### src/rtl/elevator_ctrl_n.sv
// N-floor elevator controller: latches hall/cabin requests and serves them with a
// SCAN policy, with timed travel, door dwell/hold, and an emergency-stop freeze.
module elevator_ctrl_n #(
    parameter int FLOORS        = 8,
    parameter int TRAVEL_CYCLES = 4,
    parameter int DOOR_CYCLES   = 3,
    localparam int FW           = $clog2(FLOORS)
) (
    input  logic              clk,
    input  logic              rst_n,
    input  logic [FLOORS-1:0] f_req,
    input  logic [FLOORS-1:0] c_req,
    input  logic              door_hold,
    input  logic              estop,
    output logic [FLOORS-1:0] pending,
    output logic [FW-1:0]     current_floor,
    output logic              direction,
    output logic              moving,
    output logic              door_open
);

    localparam int CMAX = (TRAVEL_CYCLES > DOOR_CYCLES) ? TRAVEL_CYCLES : DOOR_CYCLES;
    localparam int CW   = $clog2(CMAX + 1);

    typedef enum logic [1:0] {
        IDLE   = 2'd0,
        MOVING = 2'd1,
        DOOR   = 2'd2
    } state_t;

    state_t            state_q, state_d;
    logic [FLOORS-1:0] pending_q, pending_d;
    logic [FW-1:0]     floor_q, floor_d;
    logic              dir_q, dir_d;
    logic [CW-1:0]     cnt_q, cnt_d;

    logic [FLOORS-1:0] req;
    logic [FLOORS-1:0] here_mask, above_mask, below_mask;
    logic              at_here, above, below, new_here;

    always_comb begin
        req        = f_req | c_req;
        here_mask  = '0;
        above_mask = '0;
        below_mask = '0;
        for (int i = 0; i < FLOORS; i++) begin
            here_mask[i]  = (floor_q == FW'(i));
            above_mask[i] = (FW'(i) > floor_q);
            below_mask[i] = (FW'(i) < floor_q);
        end
        at_here  = |(pending_q & here_mask);
        above    = |(pending_q & above_mask);
        below    = |(pending_q & below_mask);
        new_here = |(req & here_mask);

        state_d = state_q;
        floor_d = floor_q;
        dir_d   = dir_q;
        cnt_d   = cnt_q;

        // A press for the floor whose door is already open is absorbed, not queued.
        if (state_q == DOOR) begin
            pending_d = pending_q | (req & ~here_mask);
        end else begin
            pending_d = pending_q | req;
        end

        if (!estop) begin
            case (state_q)
                IDLE: begin
                    if (at_here) begin
                        state_d   = DOOR;
                        pending_d = pending_d & ~here_mask;
                        cnt_d     = CW'(DOOR_CYCLES);
                    end else if (above && (dir_q || !below)) begin
                        state_d = MOVING;
                        dir_d   = 1'b1;
                        cnt_d   = CW'(TRAVEL_CYCLES);
                    end else if (below && (!dir_q || !above)) begin
                        state_d = MOVING;
                        dir_d   = 1'b0;
                        cnt_d   = CW'(TRAVEL_CYCLES);
                    end
                end
                MOVING: begin
                    if (cnt_q <= CW'(1)) begin
                        state_d = IDLE;
                        cnt_d   = '0;
                        if (dir_q && (floor_q != FW'(FLOORS - 1))) begin
                            floor_d = floor_q + FW'(1);
                        end else if (!dir_q && (floor_q != '0)) begin
                            floor_d = floor_q - FW'(1);
                        end
                    end else begin
                        cnt_d = cnt_q - CW'(1);
                    end
                end
                DOOR: begin
                    if (door_hold || new_here) begin
                        cnt_d = CW'(DOOR_CYCLES);
                    end else if (cnt_q <= CW'(1)) begin
                        state_d = IDLE;
                        cnt_d   = '0;
                    end else begin
                        cnt_d = cnt_q - CW'(1);
                    end
                end
                default: begin
                    state_d = IDLE;
                    cnt_d   = '0;
                end
            endcase
        end
    end

    always_ff @(posedge clk or negedge rst_n) begin
        if (!rst_n) begin
            state_q   <= IDLE;
            pending_q <= '0;
            floor_q   <= '0;
            dir_q     <= 1'b1;
            cnt_q     <= '0;
        end else begin
            state_q   <= state_d;
            pending_q <= pending_d;
            floor_q   <= floor_d;
            dir_q     <= dir_d;
            cnt_q     <= cnt_d;
        end
    end

    assign pending       = pending_q;
    assign current_floor = floor_q;
    assign direction     = dir_q;
    assign moving        = (state_q == MOVING);
    assign door_open     = (state_q == DOOR);

endmodule

### config.mk
export PLATFORM = sky130hd
export DESIGN_NAME = elevator_ctrl_n
export DESIGN_NICKNAME = d
export VERILOG_FILES = /design/src/rtl/elevator_ctrl_n.sv
export SDC_FILE = /design/constraint.sdc
export NUM_CORES = 1
export LEC_CHECK = 0
export BUFFER_PORTS_ARGS = -buffer_cell sky130_fd_sc_hd__buf_4
export CORE_MARGIN = 1
export CORE_UTILIZATION = 52
export DETAILED_ROUTE_END_ITERATION = 10
export PLACE_DENSITY = 0.89
export RECOVER_POWER = 100
export SYNTH_ARGS = -nofsm -noshare
export SYNTH_HDL_FRONTEND = slang
export SYNTH_SLANG_ARGS = --single-unit
### constraint.sdc
create_clock -name clk -period 3.4 [get_ports clk]
set_input_delay 0.34 -clock clk [delete_from_list [all_inputs] [get_ports clk]]
set_output_delay 0.34 -clock clk [all_outputs]
set_load 0.05 [all_outputs]
# Word-level counts from Yosys, hierarchy flattened

Index checks and enable logic that the tools add are counted.

$add $sub $neg: 3
$lt $le $gt $ge: 17
Equality and inequality tests: 12
Mux-type cells: 20
Bitwise operators: 12
Reduce and logical (&&, ||, !) cells: 23

Operators with widths:

| cell                                                                 | number |
|---|---|
| 8-bit bitwise AND                                                    | 6 |
| 8-bit two-way mux                                                    | 4 |
| 8-bit OR reduction                                                   | 4 |
| 8-bit OR                                                             | 3 |
| 3-bit two-way mux                                                    | 7 |
| 3-bit == test (second input constant)                                | 4 |
| 3-bit > comparator (first input constant)                            | 4 |
| 3-bit < comparator (first input constant)                            | 4 |
| 2-bit two-way mux                                                    | 5 |
| 3-bit one-hot mux with 3 select lines                                | 1 |
| 8-bit NOT                                                            | 1 |
| 4-bit AND reduction                                                  | 2 |
| 3-bit by 2-bit == test with 1-bit output (second input constant)     | 2 |
| 1-bit by 3-bit > comparator with 1-bit output (first input constant) | 2 |
| 2-bit by 3-bit > comparator with 1-bit output (first input constant) | 2 |
| 1-bit by 3-bit < comparator with 1-bit output (first input constant) | 2 |
| 2-bit by 3-bit < comparator with 1-bit output (first input constant) | 2 |
| 2-bit one-hot mux with 3 select lines                                | 1 |
| 3-bit by 1-bit subtractor with 3-bit output (second input constant)  | 2 |
| 1-bit logical AND                                                    | 4 |
| 4-bit != test (second input constant)                                | 1 |
| 2-bit nonzero test                                                   | 2 |
| 3-bit by 1-bit adder with 3-bit output (second input constant)       | 1 |
| 3-bit by 1-bit == test with 1-bit output (second input constant)     | 1 |
| 14 further kinds                                                     | 20 |

Register bits: 17
Bits of input ports: 20
Output and inout bits: 14
Word-level logic and storage cells: 92

# Depth between registers and ports, before layout

Depth after elaboration: 10
Depth in mapped cells: 8
Gate-level depth less buffers: 8

# Worst setup path after synthesis

OpenSTA, ideal clock, no wires.

Path type: reg2reg
Start point: register floor_q[0], in the netlist current_floor[0]
End point: register cnt_q[0]
Library setup time: 0.139 ns
Data arrival time: 2.948 ns
Required time: 3.261 ns
Slack: 0.313 ns
Cell stages (with the launch flop): 8
Path buffers: 0
Clock period less this slack: 3.087 ns
Cell sequence: dfrtp_1 inv_1 ha_1 nor2b_1 a221o_1 or4_4 o41ai_4 o31ai_1

Longest elaborated chain between the ends: 9
Elaborated cells on any way between the ends: 45
Those cells by class: order compare: 16; eq/ne: 8; mux: 4; bitwise: 4; reduce/logical: 13

Ends and longest elaborated chain:

| item                                                                  | line | source |
|---|---|---|
| start, declared                                                       | 33   | `logic [FW-1:0] floor_q, floor_d;` |
| start signal, assigned                                                | 126  | `floor_q <= floor_d;` |
| 1-bit by 3-bit < comparator with 1-bit output (tied with other cells) | 49   | `below_mask[i] = (FW'(i) < floor_q);` |
| 8-bit bitwise AND                                                     | 53   | `below = \|(pending_q & below_mask);` |
| 8-bit OR reduction                                                    | 53   |  |
| 1-bit zero test                                                       | 75   | `end else if (above && (dir_q \|\| !below)) begin` |
| 1-bit logical OR                                                      | 75   |  |
| 1-bit logical AND                                                     | 75   |  |
| 3-bit two-way mux                                                     | 75   |  |
| 3-bit two-way mux                                                     | 71   | `if (at_here) begin` |
| 3-bit one-hot mux with 3 select lines                                 | 69   | `case (state_q)` |
| end signal, assigned                                                  | 128  | `cnt_q <= cnt_d;` |
| end, declared                                                         | 35   | `logic [CW-1:0] cnt_q, cnt_d;` |

Several ways; a longest one is shown, not always the timed one.
A chain may end at the register's enable or synchronous reset.

# Worst setup path in the final report

Start point: register floor_q[1], in the netlist current_floor[1]
End point: register state_q[1]

Longest elaborated chain between the ends: 9
Elaborated cells on any way between the ends: 45
Those cells by class: order compare: 16; eq/ne: 9; mux: 3; bitwise: 4; reduce/logical: 13

Ends and longest elaborated chain:

| item                                                                  | line | source |
|---|---|---|
| 1-bit by 3-bit < comparator with 1-bit output (tied with other cells) | 49   |  |
| 8-bit bitwise AND                                                     | 53   |  |
| 8-bit OR reduction                                                    | 53   |  |
| 1-bit zero test                                                       | 75   |  |
| 1-bit logical OR                                                      | 75   |  |
| 1-bit logical AND                                                     | 75   |  |
| 2-bit two-way mux                                                     | 75   |  |
| 2-bit two-way mux                                                     | 71   |  |
| 2-bit one-hot mux with 3 select lines                                 | 69   |  |
| end signal, assigned                                                  | 124  | `state_q <= state_d;` |
| end, declared                                                         | 31   | `state_t state_q, state_d;` |

Several ways; a longest one is shown, not always the timed one.

==> flow_summary.ini <==
[status]
status = complete, no violations

[yosys]
syn-mean-instance-area_sq_um = 8.775
synth_top_area_share_pct = 30.02
synth_cells = 152
synth_area_leaders = dfrtp_1, ha_1, o21ai_0
ys_ff_latch = 17
syn_area_sq_um = 1334
syn_nets = 184
yosysSeqAreaShare_pct = 31.99
yosys_warnings = 0
synth.largest_area_cell = dfrtp_1
synth.distinct_cells = 39

[grt]
grt_antenna_before_repair = 0
grt_start_max_net_pins = 18
grt.overflow.total = 0
track_usage_pct = 29.45
first_global_vias = 1314
grt_pass1_wl_microns = 5816

[pwr]
vdd_ir_drop_max_mv = 0.7297
power_frac_comb_pct = 67.2
swShare_pct = 55.33
cellPowerDensity_nw_per_um2 = 928.5
clkPwrFrac_pct = 7.6
total_power_uw = 1481
p_int_uw = 661.7
p_leak_uw = 0.0006672
power.share.sequential_pct = 25.2
power.net_switching_uw = 819.5

[critical_path]
cp_num_buf_inv = 1
path_cells = inv_1, ha_1, nor2b_1, a221o_1, or4_4, o41ai_4, o21ai_0, o21ai_2
rrSetupSlack_ns = 0.31
cp_slowest_stage_delay_ns = 0.57
cp-end-kind = register
r2r_cells = 8
cpLargestDelayFamily = compound AO/OA/AOI/OAI gates
path_class = reg2reg
start_kind = register
reg2reg_from = current_floor[1]
crit_cells = 8
cp.required_ns = 3.64
r2r-end = state_q[1]
cp.arrival_ns = 3.33
slowest_stage = or4_4
crit_fanout = 11

[placement]
place_congestion = 0.9986
port_buffers = 33
dp_hpwl_microns = 2783

[cells_and_area]
drive_above_1_share_pct = 17.37
seqCellArea_sq_um = 426.7
final_common_cell = buf_4
layout.nets = 223
diodes = 0
layout_common_cells = buf_4, o21ai_0, clkbuf_1, dfrtp_1
multi_input_area_sq_um = 857.1
fillers = 202
area_growth_pct = 19.61

[timing]
hold_viol_final = 0
slew_headroom_pct = 40.20
worst_slew_pin_slew_ns = 0.8969
finClkSkew_ns = 0.01038
slew_viol_final = 0
min_period_ns = 3.092
finalSetupTns_ns = 0
finalCritPeriodShare_pct = 90.95
rsz0062_at_grt = false
finalSetupViolCount = 0
fmax_mhz = 323.4

[clock_tree]
root_buffer = clkbuf_4
cts_tree = built
clk_path_buf_depth = 2
worstSkewPairLatency_ns = 0.30
clkTransAtPathRegs_ns = 0.11
htreeDepth = 1
cts_buffers = 3
cts_resized = 0
clkSinkCount = 17

[routing]
ant_nets = 0
vias = 1388
drt-initial-drc-count = 85
route.met2.wl_microns = 1624
firstDrtPassIters = 6
wl_met1_microns = 1489
viasPerCell = 6.367
routed.top_layer = met4
wl_per_cell_microns = 16.87
drt_drc_violations_left = 0
wirelength_microns = 3678
wl_met3_microns = 391

[worst_hold_path]
hp-start = f_req[1]
hold_depth = 3
hold_path.class = in2reg
hold-path-endpoint = pending[1]

[floorplanning]
core_sq_um = 2318
rows = 17
die-area_sq_um = 2772
ios = 34
start_util_pct = 57.53
die_width_microns = 52.65
fp.dieH_microns = 52.65

[run]
drv_cap = 0
per-layer routing:
| layer | GRT usage (%) | vias to the layer above |
|---|---|---|
| met2 | 45.99 | 101 |
| met5 | 0 | - |
| met3 | 5.797 | 26 |
| met1 | 37.10 | 622 |
| met4 | 17.54 | 0 |
| li1 | - | 639 |
worst register-to-register path, cell delays in order, from the launching register on:
cell and delay, ns:
dfrtp_1 0.55, inv_1 0.21, ha_1 0.31, nor2b_1 0.22, a221o_1 0.36, or4_4 0.57
o41ai_4 0.55, o21ai_0 0.20, o21ai_2 0.08
worst max path at each step:
stage | startpoint | to | slack (ns)
4_1_cts | current_floor[1] | cnt_q[1] | 0.42
3_5_place_dp | current_floor[1] | cnt_q[1] | 0.43
3_3_place_gp | current_floor[1] | cnt_q[0] | 0.63
2_1_floorplan | current_floor[0] | cnt_q[0] | 0.31
5_1_grt | current_floor[1] | state_q[1] | 0.15
6_report | current_floor[1] | state_q[1] | 0.31
cell type report:
cell class | count | share of cell area, %
inverters | 11 | 2.588
well taps | 28 | 2.196
repair buffers | 35 | 13.10
multi-input cells | 123 | 53.73
clock buffers | 4 | 1.647
flip-flops and latches | 17 | 26.75
timing repair:
action | CTS | global route
hold endpoints to repair | 16 | 0
setup buffers | 0 | 0
setup endpoints to repair | 0 | 0
hold buffers | 1 | 0
sequential cells by signal (all words and copies together), names as in the netlist:
register / cells
cnt_q: 3
current_floor: 3
direction: 1
pending: 8
state_q: 2
Yosys cell counts (all sizes together):
cell and number:
o21ai 18, dfrtp 16, a21oi 13, nor2 13, ha 12, inv 11
nand2b 9, nor3 7, a31oi 5, nand2 5, o31ai 5, or2 4
nor2b 3, xnor2 3, a221o 2, a2bb2oi 2, and3b 2, nand3 2
o211a 2, o221ai 2, o311ai 2, a211oi 1, a22o 1, a32o 1
and2 1, buf 1, dfstp 1, mux2 1, mux2i 1, o21bai 1
o221a 1, o22ai 1, o31a 1, o41ai 1, or4 1
metrics by stage:
step / area (sq um) / setup slack (ns) / utilization [%] / hold slack, ns / instances
floorplan: 1334 / 0.3134 / - / 0.04441 / 152
global placement: 1619 / 0.6270 / 69.83 / 0.2151 / 213
detailed placement: 1619 / 0.4259 / 69.83 / 0.2184 / 213
CTS: 1655 / 0.4152 / 71.40 / 0.3158 / 218
global route: 1595 / 0.1532 / 68.81 / 0.3518 / 218
finish: 1595 / 0.3077 / 68.81 / 0.3300 / 218
logic make-up (layout without fill, tap and decap cells):
kind of cell | Yosys count | in the layout | synth area share (%)
buffers and inverters | 12 | 50 | 3.471
multiplexers | 2 | 2 | 1.876
AND/OR/NAND/NOR | 47 | 47 | 18.57
XOR/XNOR | 3 | 3 | 1.970
adder cells (fa/ha/maj) | 12 | 12 | 11.26
flip-flops | 17 | 17 | 31.99
AO/OA/AOI/OAI | 59 | 59 | 30.87
power by group through the flow:
stage                     logic (uW)  clock network (uW)  registers [uW]
after global routing            1070                 121             382
after CTS                       1030                 114             370
after detailed placement        1020                   0             374
after floorplan                  624                   0             488
after global placement           986                   0             365
final                            995                 112             373
(Power assumes the default switching activity.)
